### src/rtl/spi_reg_pkg.sv
// Shared types and constants for the SPI register bank: FSM states, the R/W flag
// position in the address byte, well-known register indices and the default RO mask.
package spi_reg_pkg;

  typedef enum logic [1:0] {
    IDLE,
    ADDR,
    RD,
    WR
  } state_e;

  localparam int RW_BIT = 7;

  localparam int REG_FW_VERSION = 0;
  localparam int REG_FORCE_BT   = 1;

  localparam logic [15:0] DEF_RO_MASK = 16'h0001;

endpackage

### src/rtl/sync_edge_det.sv
// Two-flop synchroniser with a registered rising-edge pulse. The pulse is high for one
// clk, starting on the 2nd clk edge after din rises.
module sync_edge_det (
  input  logic clk,
  input  logic reset,
  input  logic din,
  output logic pulse
);

  logic [1:0] sync_q, sync_d;
  logic       pulse_q, pulse_d;

  // sync_q[0] is the newest sample; "01" means it just went high.
  always_comb begin
    sync_d  = {sync_q[0], din};
    pulse_d = (sync_q == 2'b01);
  end

  always_ff @(posedge clk) begin
    if (reset) begin
      sync_q  <= '0;
      pulse_q <= 1'b0;
    end else begin
      sync_q  <= sync_d;
      pulse_q <= pulse_d;
    end
  end

  assign pulse = pulse_q;

endmodule

### src/rtl/spi_reg_bank.sv
// Byte-wide register file behind spi_slave: RO slots return hw_in, RW slots are stored.
// Define SPI_REG_BANK_AUTOINC_EN for burst address auto-increment; otherwise addr stays fixed.
module spi_reg_bank
  import spi_reg_pkg::*;
#(
  parameter int                      NUM_REGS = 16,
  parameter int                      ADDR_W   = 7,
  parameter logic [NUM_REGS-1:0]     RO_MASK  = NUM_REGS'(DEF_RO_MASK),
  parameter logic [NUM_REGS*8-1:0]   RST_VALS = '0
) (
  input  logic                  clk,
  input  logic                  reset,
  input  logic                  transaction_begin,
  input  logic                  rx_byte_available,
  input  logic [7:0]            rx_byte,
  output logic [7:0]            tx_byte,
  input  logic [NUM_REGS*8-1:0] hw_in,
  output logic [NUM_REGS*8-1:0] regs_out,
  output logic [NUM_REGS-1:0]   wr_strobe,
  output logic                  err_pulse
);

  localparam logic [ADDR_W:0] NREGS_C = (ADDR_W+1)'(NUM_REGS);

  function automatic logic [NUM_REGS*8-1:0] masked_rst();
    logic [NUM_REGS*8-1:0] v;
    v = RST_VALS;
    for (int i = 0; i < NUM_REGS; i++)
      if (RO_MASK[i]) v[i*8 +: 8] = 8'h00;
    return v;
  endfunction

  localparam logic [NUM_REGS*8-1:0] RST_REGS = masked_rst();

  function automatic logic in_range(input logic [ADDR_W-1:0] a);
    return {1'b0, a} < NREGS_C;
  endfunction

  function automatic logic is_ro(input logic [ADDR_W-1:0] a);
    logic r;
    r = 1'b0;
    for (int i = 0; i < NUM_REGS; i++)
      if (a == ADDR_W'(i)) r = RO_MASK[i];
    return r;
  endfunction

  function automatic logic [7:0] rd_val(input logic [ADDR_W-1:0]   a,
                                        input logic [NUM_REGS*8-1:0] regs,
                                        input logic [NUM_REGS*8-1:0] hw);
    logic [7:0] v;
    v = 8'h00;
    for (int i = 0; i < NUM_REGS; i++)
      if (a == ADDR_W'(i)) v = RO_MASK[i] ? hw[i*8 +: 8] : regs[i*8 +: 8];
    return v;
  endfunction

  // Out-of-range addresses saturate so a bad burst never wraps into valid registers.
  function automatic logic [ADDR_W-1:0] next_addr(input logic [ADDR_W-1:0] a);
`ifdef SPI_REG_BANK_AUTOINC_EN
    if (!in_range(a)) return a;
    if ({1'b0, a} == (ADDR_W+1)'(NUM_REGS-1)) return '0;
    return a + ADDR_W'(1);
`else
    return a;
`endif
  endfunction

  logic rx_evt;

  sync_edge_det u_rx_edge (
    .clk   (clk),
    .reset (reset),
    .din   (rx_byte_available),
    .pulse (rx_evt)
  );

  state_e                state_q, state_d;
  logic [ADDR_W-1:0]     addr_q, addr_d;
  logic [7:0]            tx_q, tx_d;
  logic [NUM_REGS*8-1:0] regs_q, regs_d;
  logic [NUM_REGS-1:0]   strobe_q, strobe_d;
  logic                  err_q, err_d;

  always_comb begin
    state_d  = state_q;
    addr_d   = addr_q;
    tx_d     = tx_q;
    regs_d   = regs_q;
    strobe_d = '0;
    err_d    = 1'b0;
    // A new transaction always wins over a byte landing in the same clk.
    if (transaction_begin) begin
      state_d = ADDR;
      tx_d    = 8'h00;
    end else if (rx_evt) begin
      unique case (state_q)
        ADDR: begin
          addr_d = rx_byte[ADDR_W-1:0];
          if (rx_byte[RW_BIT]) begin
            state_d = WR;
          end else begin
            state_d = RD;
            tx_d    = rd_val(rx_byte[ADDR_W-1:0], regs_q, hw_in);
            err_d   = !in_range(rx_byte[ADDR_W-1:0]);
          end
        end
        RD: begin
          addr_d = next_addr(addr_q);
          tx_d   = rd_val(addr_d, regs_q, hw_in);
          err_d  = !in_range(addr_d);
        end
        WR: begin
          if (in_range(addr_q) && !is_ro(addr_q)) begin
            for (int i = 0; i < NUM_REGS; i++)
              if (addr_q == ADDR_W'(i)) begin
                regs_d[i*8 +: 8] = rx_byte;
                strobe_d[i]      = 1'b1;
              end
          end else begin
            err_d = 1'b1;
          end
          addr_d = next_addr(addr_q);
        end
        default: ;
      endcase
    end
  end

  always_ff @(posedge clk) begin
    if (reset) begin
      state_q  <= IDLE;
      addr_q   <= '0;
      tx_q     <= 8'h00;
      regs_q   <= RST_REGS;
      strobe_q <= '0;
      err_q    <= 1'b0;
    end else begin
      state_q  <= state_d;
      addr_q   <= addr_d;
      tx_q     <= tx_d;
      regs_q   <= regs_d;
      strobe_q <= strobe_d;
      err_q    <= err_d;
    end
  end

  assign tx_byte   = tx_q;
  assign regs_out  = regs_q;
  assign wr_strobe = strobe_q;
  assign err_pulse = err_q;

endmodule

### config.mk
export PLATFORM = sky130hd
export DESIGN_NAME = spi_reg_bank
export DESIGN_NICKNAME = d
export VERILOG_FILES = /design/src/rtl/spi_reg_pkg.sv /design/src/rtl/sync_edge_det.sv /design/src/rtl/spi_reg_bank.sv
export SDC_FILE = /design/constraint.sdc
export NUM_CORES = 1
export LEC_CHECK = 0
export ABC_AREA = 1
export CAP_MARGIN = 20
export CORE_ASPECT_RATIO = 0.5
export CORE_MARGIN = 2
export CORE_UTILIZATION = 45
export DETAILED_ROUTE_END_ITERATION = 8
export HOLD_SLACK_MARGIN = 0.06
export PLACE_DENSITY = 0.81
export SYNTH_ARGS = -nofsm -noshare
export SYNTH_HDL_FRONTEND = slang
export SYNTH_SLANG_ARGS = --single-unit
export TNS_END_PERCENT = 5
### constraint.sdc
create_clock -name clk -period 2 [get_ports clk]
set_input_delay 0.4 -clock clk [delete_from_list [all_inputs] [get_ports clk]]
set_output_delay 0.4 -clock clk [all_outputs]
set_load 0.05 [all_outputs]
==> results of run 1 <==
==> stage by stage <==
stage	cells	cell area, um2	TNS, ns	utilization
after global routing	1696	11900	-18.43	0.690
after global placement	1633	10500	-21.70	0.612
after CTS	1682	11600	-4.18	0.673
final	1696	11900	-4.04	0.690
after floorplan	1143	7820	0	-
after detailed placement	1633	10500	-27.60	0.612
==> worst min path at each step <==
stage / cells after the start / to
2_1_floorplan: 1 / u_rx_edge.pulse$_SDFF_PP0_
3_3_place_gp: 1 / u_rx_edge.pulse$_SDFF_PP0_
3_5_place_dp: 1 / u_rx_edge.pulse$_SDFF_PP0_
4_1_cts: 1 / u_rx_edge.pulse$_SDFF_PP0_
5_1_grt: 1 / u_rx_edge.pulse$_SDFF_PP0_
6_report: 1 / u_rx_edge.pulse$_SDFF_PP0_
==> cell type report <==
class | instances | share of cell area
Inverter | 123 | 0.0401
Sequential cell | 165 | 0.280
Clock buffer | 18 | 0.0362
Multi-Input combinational cell | 806 | 0.351
Clock inverter | 14 | 0.0148
Timing Repair Buffer | 336 | 0.253
Tap cell | 234 | 0.0247
==> critical path: stages, from the launching register on <==
cell and delay [ns]:
dfxtp_2 0.34, inv_2 0.03, nand2_2 0.07, nor2_4 0.06, buf_12 0.16, nand2_1 0.12
o21ai_2 0.08, nor2_1 0.20, nand3_1 0.11, nor3_1 0.16, buf_4 0.15, nand3_1 0.07
nand2_2 0.11, nand4_1 0.10, nand2_1 0.10, nand3_1 0.11, nand2_1 0.08, a21oi_1 0.06
==> per-layer routing <==
metal / up-vias / wire length, um / global-route usage
met4: 0 / 944 / 0.126
met5: - / 0 / 0
met1: 4538 / 14800 / 0.529
met3: 78 / 3750 / 0.0697
li1: 4408 / - / -
met2: 575 / 15000 / 0.560
==> power groups by stage <==
stage	logic [uW]	registers, uW	clock network, uW
after floorplan	203	3380	0
after global placement	473	3370	0
after detailed placement	476	3370	0
after global routing	577	3300	3590
after CTS	521	3300	3470
final	557	3300	3460
==> flip-flops by register name, summed over array words and instances (netlist names) <==
name	flops
addr_q	7
err_pulse	1
regs_out	128
state_q	2
tx_byte	8
u_rx_edge.pulse	1
u_rx_edge.sync_q	2
wr_strobe	16
==> timing repair <==
action / CTS / global route
endpoints found under the setup margin: 162 / 128
resized for setup: 187 / 58
cloned: 1 / 2
buffers inserted: 16 / 12
pin swaps: 36 / 30
==> Yosys cell counts (all sizes together) <==
cell type | count | area [um2]
nand3b | 1 | 7.51
clkbuf | 27 | 101
o21ai | 146 | 731
nand3 | 74 | 370
a31oi | 1 | 6.26
clkinv | 2 | 7.51
dfxtp | 165 | 3300
buf | 23 | 134
o22ai | 2 | 12.5
conb | 1 | 3.75
a211oi | 8 | 60.1
nand2 | 200 | 758
a21oi | 147 | 736
nor2 | 163 | 769
nor3 | 19 | 100
inv | 121 | 454
nand4 | 36 | 225
or2 | 7 | 43.8
==> kinds of logic (layout without fill, tap and decap cells) <==
kind of cell,after synthesis,count (layout),share of synthesized area
simple gates,500,501,0.291
compound gates,304,304,0.198
buf+inv,173,491,0.0891
flops,165,165,0.422
other cells,1,1,0.000479
==> results.json, run 1 <==
{
  "status": "finished, violations left",
  "failed_checks": "negative setup slack",
  "syn-num-nets": 1283,
  "ys_types": 28,
  "end_kind": "register",
  "antenna_cells": 0,
  "vias": 9599,
  "grt_pass1_vias": 8888,
  "die_x_um": 190,
  "p_per_area_nw_per_um2": 617,
  "grt_max_degree": 69,
  "r2r_setup_slack_ns": -0.24,
  "cp-endpoint": "tx_byte[3]$_SDFFE_PP0P_",
  "fillers": 1469,
  "drc_errors": 0,
  "clk_path_buf_depth": 2,
  "fin_crit_sh": 1.12,
  "netlist_instances": 1143,
  "grt_pass1_wl_mm": 51.9,
  "hold_viol_final": 0,
  "cap_violations": 0,
  "ff2ff_path_depth": 17,
  "timing.rr.end": "tx_byte[3]$_SDFFE_PP0P_",
  "fin_ws_ns": -0.244,
  "rsz0062_at_grt": "true",
  "grt_usage": 0.371,
  "area_delta_synth_final_pct": 51.5,
  "cp_data_arrival_time_ns": 2.56,
  "slew_viol_final": 0,
  "core_area_um2": 17200,
  "clkSlewWorstSetupHoldPaths_ns": 0.07,
  "cts_max_level": 4,
  "multi_input_area_um2": 4170,
  "internal_power_uw": 5470,
  "ir_drop_mv": 0.566,
  "post-place-ws_ns": -0.905,
  "drive_gt1_frac": 0.291,
  "cts-root-buf": "clkbuf_16",
  "nNetsFinal": 1589,
  "clock_latency_ns": 0.43,
  "start_util": 0.455,
  "clock_skew_ns": 0.00743,
  "pin_count": 293,
  "critical_path_required_ns": 2.32,
  "worstReg2RegStart": "addr_q[5]$_SDFFE_PP0P_",
  "syn_area_um2": 7820,
  "drtIter0Drc": 1246,
  "mostFrequentLayoutCell": "buf_4",
  "hold_class": "reg -> reg",
  "io_buffers": 172,
  "criticalPathCategory": "reg -> reg",
  "leakage_uw": 0.00515,
  "drt-total-wl_mm": 34.4,
  "crit_path_start_kind": "register",
  "switchingPower_uw": 1840,
  "regArea_um2": 3310,
  "crit_fanout": 24,
  "p_total_uw": 7320,
  "p_sw_frac": 0.252,
  "slew_headroom": 0.636,
  "via_per_inst": 5.66,
  "tightestPinTransition_ns": 0.548,
  "cts_buffers": 17,
  "die_area_um2": 18500,
  "clock_sinks": 165,
  "firstDrtPassIters": 6,
  "antenna_found_initial": 0,
  "setup_viol": 80,
  "ant_nets": 0,
  "synth_seq_cells": 165,
  "combinationalPowerShare": 0.076,
  "hold_start": "u_rx_edge.sync_q[1]$_SDFF_PP0_",
  "yosysWarnings": 0,
  "syn_avg_cell_area_um2": 6.84,
  "wl_per_cell_um": 20.3,
  "dpl.hpwl_mm": 25.1,
  "gp_congestion": 1.01,
  "fmax_mhz": 446,
  "crit_path_start": "addr_q[5]$_SDFFE_PP0P_",
  "fin_crit_ns": 2.24,
  "std_cell_rows": 34,
  "yosysSeqAreaShare": 0.422,
  "p_clk_frac": 0.473,
  "p_seq_frac": 0.451,
  "cts_tree": "built",
  "die_h_um": 97.2,
  "grt_overflow_total": 0,
  "cts.hold.buffers_added": 0,
  "layout_common_cells": "buf_4 (221), nand2_1 (180), dfxtp_1 (159), a21oi_1 (140), nor2_1 (109)",
  "holdWs_ns": 0.390
}
(Power assumes the default switching activity.)
==> run 2, diff against run 1 <==
CORE_UTILIZATION = 46   (was 45)
CTS_BUF_LIST = sky130_fd_sc_hd__clkbuf_8   (was not set)
PLACE_DENSITY = 0.83   (was 0.81)
==> run 2 against run 1 <==
Against the previous run:
- sequential power barely moved
- wire length rose by 2.1%
- design area rose by 0.73%
- count of clock-buffer cells in the layout fell by 1
- setup slack got worse by 0.076 ns
- final cell count fell by 0.59%
- highest routed layer unchanged
- the flow still finishes with violations (negative setup slack)
- clock power fell by 31%
- register-to-register slack got worse by 0.08 ns
- non-clock buffer count fell by 2
- largest power group is now sequential cells
- critical path depth fell by 2
==> results.json, run 2 (same netlist as run 1, synthesis figures left out) <==
{
  "status": "finished, violations left",
  "wl_per_cell_um": 20.9,
  "regArea_um2": 3310,
  "leakage_uw": 0.00519,
  "grt_overflow_total": 0,
  "critical_path_required_ns": 2.34,
  "cp_data_arrival_time_ns": 2.66,
  "cts-root-buf": "clkbuf_8",
  "grt_pass1_vias": 8603,
  "grt_pass1_wl_mm": 51.1,
  "gp_congestion": 1.02,
  "vias": 9584,
  "setup_viol": 120,
  "drtIter0Drc": 1050,
  "utilization": 0.723,
  "hold_viol_final": 0,
  "fin_crit_ns": 2.32,
  "clk_path_buf_depth": 2,
  "cp_common_cell": "nand4_1",
  "die_x_um": 188,
  "io_buffers": 172,
  "crit_fanout": 6,
  "cap_violations": 0,
  "antenna_found_initial": 0,
  "fin_ws_ns": -0.320,
  "antenna_cells": 0,
  "hold_class": "reg -> reg",
  "core_area_um2": 16500,
  "std_cell_rows": 33,
  "p_per_area_nw_per_um2": 526,
  "slowest_stage": "dfxtp_2",
  "drc_errors": 0,
  "tns_ns": -16.65,
  "rsz0062_at_grt": "true",
  "dpl.hpwl_mm": 25.1,
  "criticalPathCategory": "reg -> reg",
  "start_util": 0.474,
  "fillers": 1386,
  "drive_gt1_frac": 0.315,
  "clock_sinks": 165,
  "largest_register_ffs": 128,
  "die_h_um": 96.2,
  "fmax_mhz": 431,
  "placed_cell_area_um2": 10600,
  "end_kind": "register",
  "multi_input_area_um2": 4400,
  "cts_buffers": 17,
  "tightestPinTransition_ns": 0.663,
  "dp_cells": 1623,
  "clkSlewWorstSetupHoldPaths_ns": 0.10,
  "ir_drop_mv": 0.434,
  "critPathTopFamily": "simple AND/OR/NAND/NOR gates",
  "layout_common_cells": "buf_4 (204), nand2_1 (176), dfxtp_1 (161), a21oi_1 (138), nor2_1 (106)",
  "failed_checks": "negative setup slack",
  "clock_skew_ns": 0.0178,
  "mostFrequentLayoutCell": "buf_4",
  "stdcell_area_um2": 11900,
  "crit_buf_inv": 3,
  "grt_usage": 0.375,
  "via_per_inst": 5.68,
  "clock_latency_ns": 0.48,
  "drt-total-wl_mm": 35.2,
  "cp_cell_sequence": "inv_2 -> nand2_2 -> nor2_4 -> buf_12 -> buf_6 -> nand3_2 -> nand3_2 -> nor2_2 -> nand4_1 -> nor2_2 -> nand4_1 -> nor3_2 -> nand4_1 -> nand2_1 -> a21oi_1",
  "area_delta_synth_final_pct": 52.6,
  "slew_viol_final": 0,
  "firstDrtPassIters": 6,
  "ant_nets": 0,
  "cp_slowest_stage_delay_ns": 0.35,
  "die_area_um2": 18100,
  "cts_max_level": 4,
  "crit_path_start_kind": "register",
  "pin_count": 293,
  "nNetsFinal": 1587,
  "stdcell_count": 1686,
  "slew_headroom": 0.556,
  "grt_max_degree": 66,
  "cts.hold.buffers_added": 0,
  "fin_crit_sh": 1.16,
  "cts_tree": "built"
}
[run 2: cell count changes in the layout (fill, tap and decap cells not counted), moves of 8 or more]
cell	before	now
o21ai_0	61	42
nand3_1	64	46
buf_4	221	204
clkbuf_8	0	17
clkdlybuf4s50_1	31	14
clkbuf_16	18	3
dlygate4sd2_1	45	60
nand3_2	9	24
o21ai_1	75	90
buf_6	10	18
[run 2: worst register-to-register path, delay by kind of cell, from the launching register on]
family	cells	cell delay, ns
AO/OA/AOI/OAI	1	0.05
buffers and inverters	3	0.31
flip-flops	1	0.35
AND/OR/NAND/NOR	11	1.48
[run 2: stage by stage]
stage | setup slack (ns) | power (uW) | hold slack, ns
floorplan | 0.151 | 3580 | 0.373
global placement | -0.968 | 3840 | 0.410
detailed placement | -0.968 | 3840 | 0.417
CTS | -0.331 | 6220 | 0.429
global route | -0.363 | 6420 | 0.436
finish | -0.320 | 6280 | 0.429
[run 2: per-layer routing]
| layer | track usage | vias to the layer above | share of wire |
|---|---|---|---|
| met5 | 0 | - | 0 |
| met3 | 0.0587 | 99 | 0.10 |
| li1 | - | 4420 | - |
| met1 | 0.526 | 4484 | 0.42 |
| met4 | 0.111 | 0 | 0.038 |
| met2 | 0.602 | 581 | 0.44 |
[run 2: power by group]
group	total [uW]	switching, uW	internal (uW)	leakage [uW]
logic	593	380	212	0.00368
registers	3300	6.34	3290	0.00133
clock network	2390	1400	990	0.000172
[run 2: worst paths after layout]
path / end / from / cells after the start / slack, ns
setup / recovery: tx_byte[2]$_SDFFE_PP0P_ / addr_q[5]$_SDFFE_PP0P_ / 15 / -0.32
hold / removal: regs_out[5]$_SDFFE_PP0P_ / regs_out[5]$_SDFFE_PP0P_ / 2 / 0.43
setup reg to reg: tx_byte[2]$_SDFFE_PP0P_ / addr_q[5]$_SDFFE_PP0P_ / 15 / -0.32
hold reg to reg: regs_out[5]$_SDFFE_PP0P_ / regs_out[5]$_SDFFE_PP0P_ / 2 / 0.43
[run 2: area by class of cell]
type,instances,share of cell area
Sequential cell,165,0.277
Multi-Input combinational cell,806,0.369
Inverter,123,0.0399
Tap cell,227,0.0238
Clock buffer,17,0.0196
Timing Repair Buffer,334,0.260
Clock inverter,14,0.0108
[run 2: repair_timing]
action	4_1_cts	5_1_grt
endpoints found under the setup margin	168	141
pin swaps	55	77
setup buffers	15	15
cloned	2	4
resized for setup	210	133
==> run 3, diff against run 2 <==
==> constraint.sdc (replaced) <==
create_clock -name clk -period 2 [get_ports clk]
set_input_delay 0.3 -clock clk [delete_from_list [all_inputs] [get_ports clk]]
set_output_delay 0.3 -clock clk [all_outputs]
set_load 0.05 [all_outputs]
==> run 3 against run 2 <==
Against the previous run:
- the run still ends with negative setup slack left
- final cell count decreased by 1.3%
- design area down 4.8%
- fmax increased by 0.73%
- non-clock buffer count is 22 lower
- global-route usage down 0.25 points
- sequential power is essentially flat
- setup slack improved by 0.017 ns
- clock power rose by 2%
- combinational power is 6.7% lower
- first-iteration DRC count down 3.0%
- die area stayed put
- largest cell class unchanged
==> results.json, run 3 (same netlist as run 1, synthesis figures left out) <==
{
  "grt_pass1_wl_mm": 50.5,
  "via_per_inst": 5.58,
  "failed_checks": "negative setup slack",
  "fin_crit_sh": 1.15,
  "clock_skew_ns": 0.0158,
  "critical_path_required_ns": 2.38,
  "io_buffers": 172,
  "grt_overflow_total": 0,
  "timing.rr.end": "tx_byte[4]$_SDFFE_PP0P_",
  "layout_common_cells": "nand2_1 (189), dfxtp_1 (161), a21oi_1 (146), buf_4 (132), nor2_1 (109)",
  "area_delta_synth_final_pct": 45.3,
  "clkSlewWorstSetupHoldPaths_ns": 0.10,
  "std_cell_rows": 33,
  "criticalPathCategory": "reg -> reg",
  "cp_cell_sequence": "inv_2 -> nand2_2 -> nor2_4 -> buf_12 -> buf_6 -> nand3_2 -> nand3_2 -> nor2_2 -> nand4_1 -> nand2_1 -> nand3_2 -> nand2_2 -> nand4_1 -> nand2_1 -> nand2_1 -> nand2_1 -> nand3_1 -> nand2_1 -> inv_1",
  "drc_errors": 0,
  "utilization": 0.688,
  "hold_class": "in -> reg",
  "grt_usage": 0.373,
  "worstReg2RegStart": "addr_q[5]$_SDFFE_PP0P_",
  "tightestPinTransition_ns": 0.597,
  "clock_sinks": 165,
  "rsz0062_at_grt": "true",
  "p_per_area_nw_per_um2": 552,
  "slew_headroom": 0.601,
  "start_util": 0.474,
  "stdcell_count": 1664,
  "mostFrequentLayoutCell": "nand2_1",
  "clk_path_buf_depth": 2,
  "cts_buffers": 17,
  "ir_drop_mv": 0.426,
  "die_area_um2": 18100,
  "nNetsFinal": 1564,
  "clock_latency_ns": 0.48,
  "crit_fanout": 9,
  "cap_violations": 0,
  "cts_tree": "built",
  "die_x_um": 188,
  "cp_common_cell": "nand2_1",
  "drive_gt1_frac": 0.210,
  "crit_path_start_kind": "register",
  "dp_cells": 1625,
  "end_kind": "register",
  "fin_ws_ns": -0.303,
  "cts-root-buf": "clkbuf_8",
  "grt_pass1_vias": 8548,
  "slowest_stage": "dfxtp_2",
  "r2r_setup_slack_ns": -0.30,
  "setup_viol": 102,
  "hold_path_end": "u_rx_edge.sync_q[0]$_SDFF_PP0_",
  "fin_crit_ns": 2.30,
  "holdPathStages": 3,
  "fmax_mhz": 434,
  "pin_count": 293,
  "core_area_um2": 16500,
  "die_h_um": 96.2,
  "cp_slowest_stage_delay_ns": 0.35,
  "gp_congestion": 1.02,
  "ff2ff_path_depth": 19,
  "antenna_cells": 0,
  "ant_nets": 0,
  "dpl.hpwl_mm": 25.1,
  "vias": 9280,
  "hold_start": "rx_byte_available",
  "fillers": 1447,
  "wl_per_cell_um": 20.5,
  "slew_viol_final": 0,
  "cp_data_arrival_time_ns": 2.69,
  "firstDrtPassIters": 6,
  "cts_max_level": 4,
  "drt-total-wl_mm": 34.2,
  "drtIter0Drc": 1018,
  "leakage_uw": 0.00511,
  "grt_max_degree": 66,
  "hold_viol_final": 0,
  "cts.hold.buffers_added": 0,
  "antenna_found_initial": 1,
  "status": "finished, violations left",
  "largest_register_ffs": 128
}
[run 3: changes by cell type in the layout (fill, tap and decap cells not counted), moves of 10 or more]
cell             change
nand2_1             +13
buf_6               -12
o21ai_0             +19
buf_4               -72
o21ai_2             -10
dlygate4sd2_1       +31
buf_12              -12
clkdlybuf4s50_1     +44
[run 3: critical path, delay by kind of cell, from the launching register on]
family | cells | cell delay, ns
simple gates | 15 | 1.50
buf+inv | 4 | 0.37
flops | 1 | 0.35
[run 3: area by class of cell]
cell class | count | area, um2 | share of cell area
Inverter | 123 | 470 | 0.0414
Sequential cell | 165 | 3310 | 0.291
Timing Repair Buffer | 312 | 2820 | 0.248
Clock buffer | 18 | 248 | 0.0218
Clock inverter | 14 | 128 | 0.0112
Multi-Input combinational cell | 805 | 4110 | 0.361
Tap cell | 227 | 284 | 0.0250
[run 3: where the power goes]
group | switching, uW | leakage [uW] | internal [uW]
clock | 1400 | 0.000187 | 1030
combinational | 355 | 0.00359 | 198
sequential | 6.46 | 0.00133 | 3290
total | 1760 | 0.00511 | 4520
[run 3: metrics by stage]
| step | worst slack, ns | setup TNS [ns] | cell area (um2) | total power, uW | hold slack, ns |
|---|---|---|---|---|---|
| after CTS | -0.227 | -5.57 | 11200 | 6240 | 0.344 |
| final | -0.303 | -9.74 | 11400 | 6280 | 0.352 |
| after global routing | -0.396 | -25.99 | 11400 | 6430 | 0.363 |
| after global placement | -0.832 | -6.65 | 10700 | 3840 | 0.409 |
| after detailed placement | -0.797 | -16.94 | 10700 | 3850 | 0.415 |
| after floorplan | 0.251 | 0 | 7820 | 3580 | 0.373 |
[run 3: timing repair]
action	CTS	global route
cloned	1	0
setup buffers	7	0
pin swaps	25	30
gates resized for setup	154	105
endpoints found under the setup margin	203	146
[run 3: worst max path at each step]
stage                            from                       to  slack (ns)  cells after the start
2_1_floorplan              rx_byte[6]  tx_byte[6]$_SDFFE_PP0P_        0.25                     16
3_3_place_gp               rx_byte[6]  tx_byte[0]$_SDFFE_PP0P_       -0.83                     14
3_5_place_dp               rx_byte[6]  tx_byte[0]$_SDFFE_PP0P_       -0.80                     14
4_1_cts        addr_q[5]$_SDFFE_PP0P_  tx_byte[7]$_SDFFE_PP0P_       -0.23                     17
5_1_grt        addr_q[5]$_SDFFE_PP0P_  tx_byte[4]$_SDFFE_PP0P_       -0.40                     19
6_report       addr_q[5]$_SDFFE_PP0P_  tx_byte[4]$_SDFFE_PP0P_       -0.30                     19
[run 3: metal layers]
layer  track usage  share of wire
met3        0.0864           0.11
met5             0        0.00032
met2         0.583           0.44
met4         0.139          0.031
met1         0.506           0.42
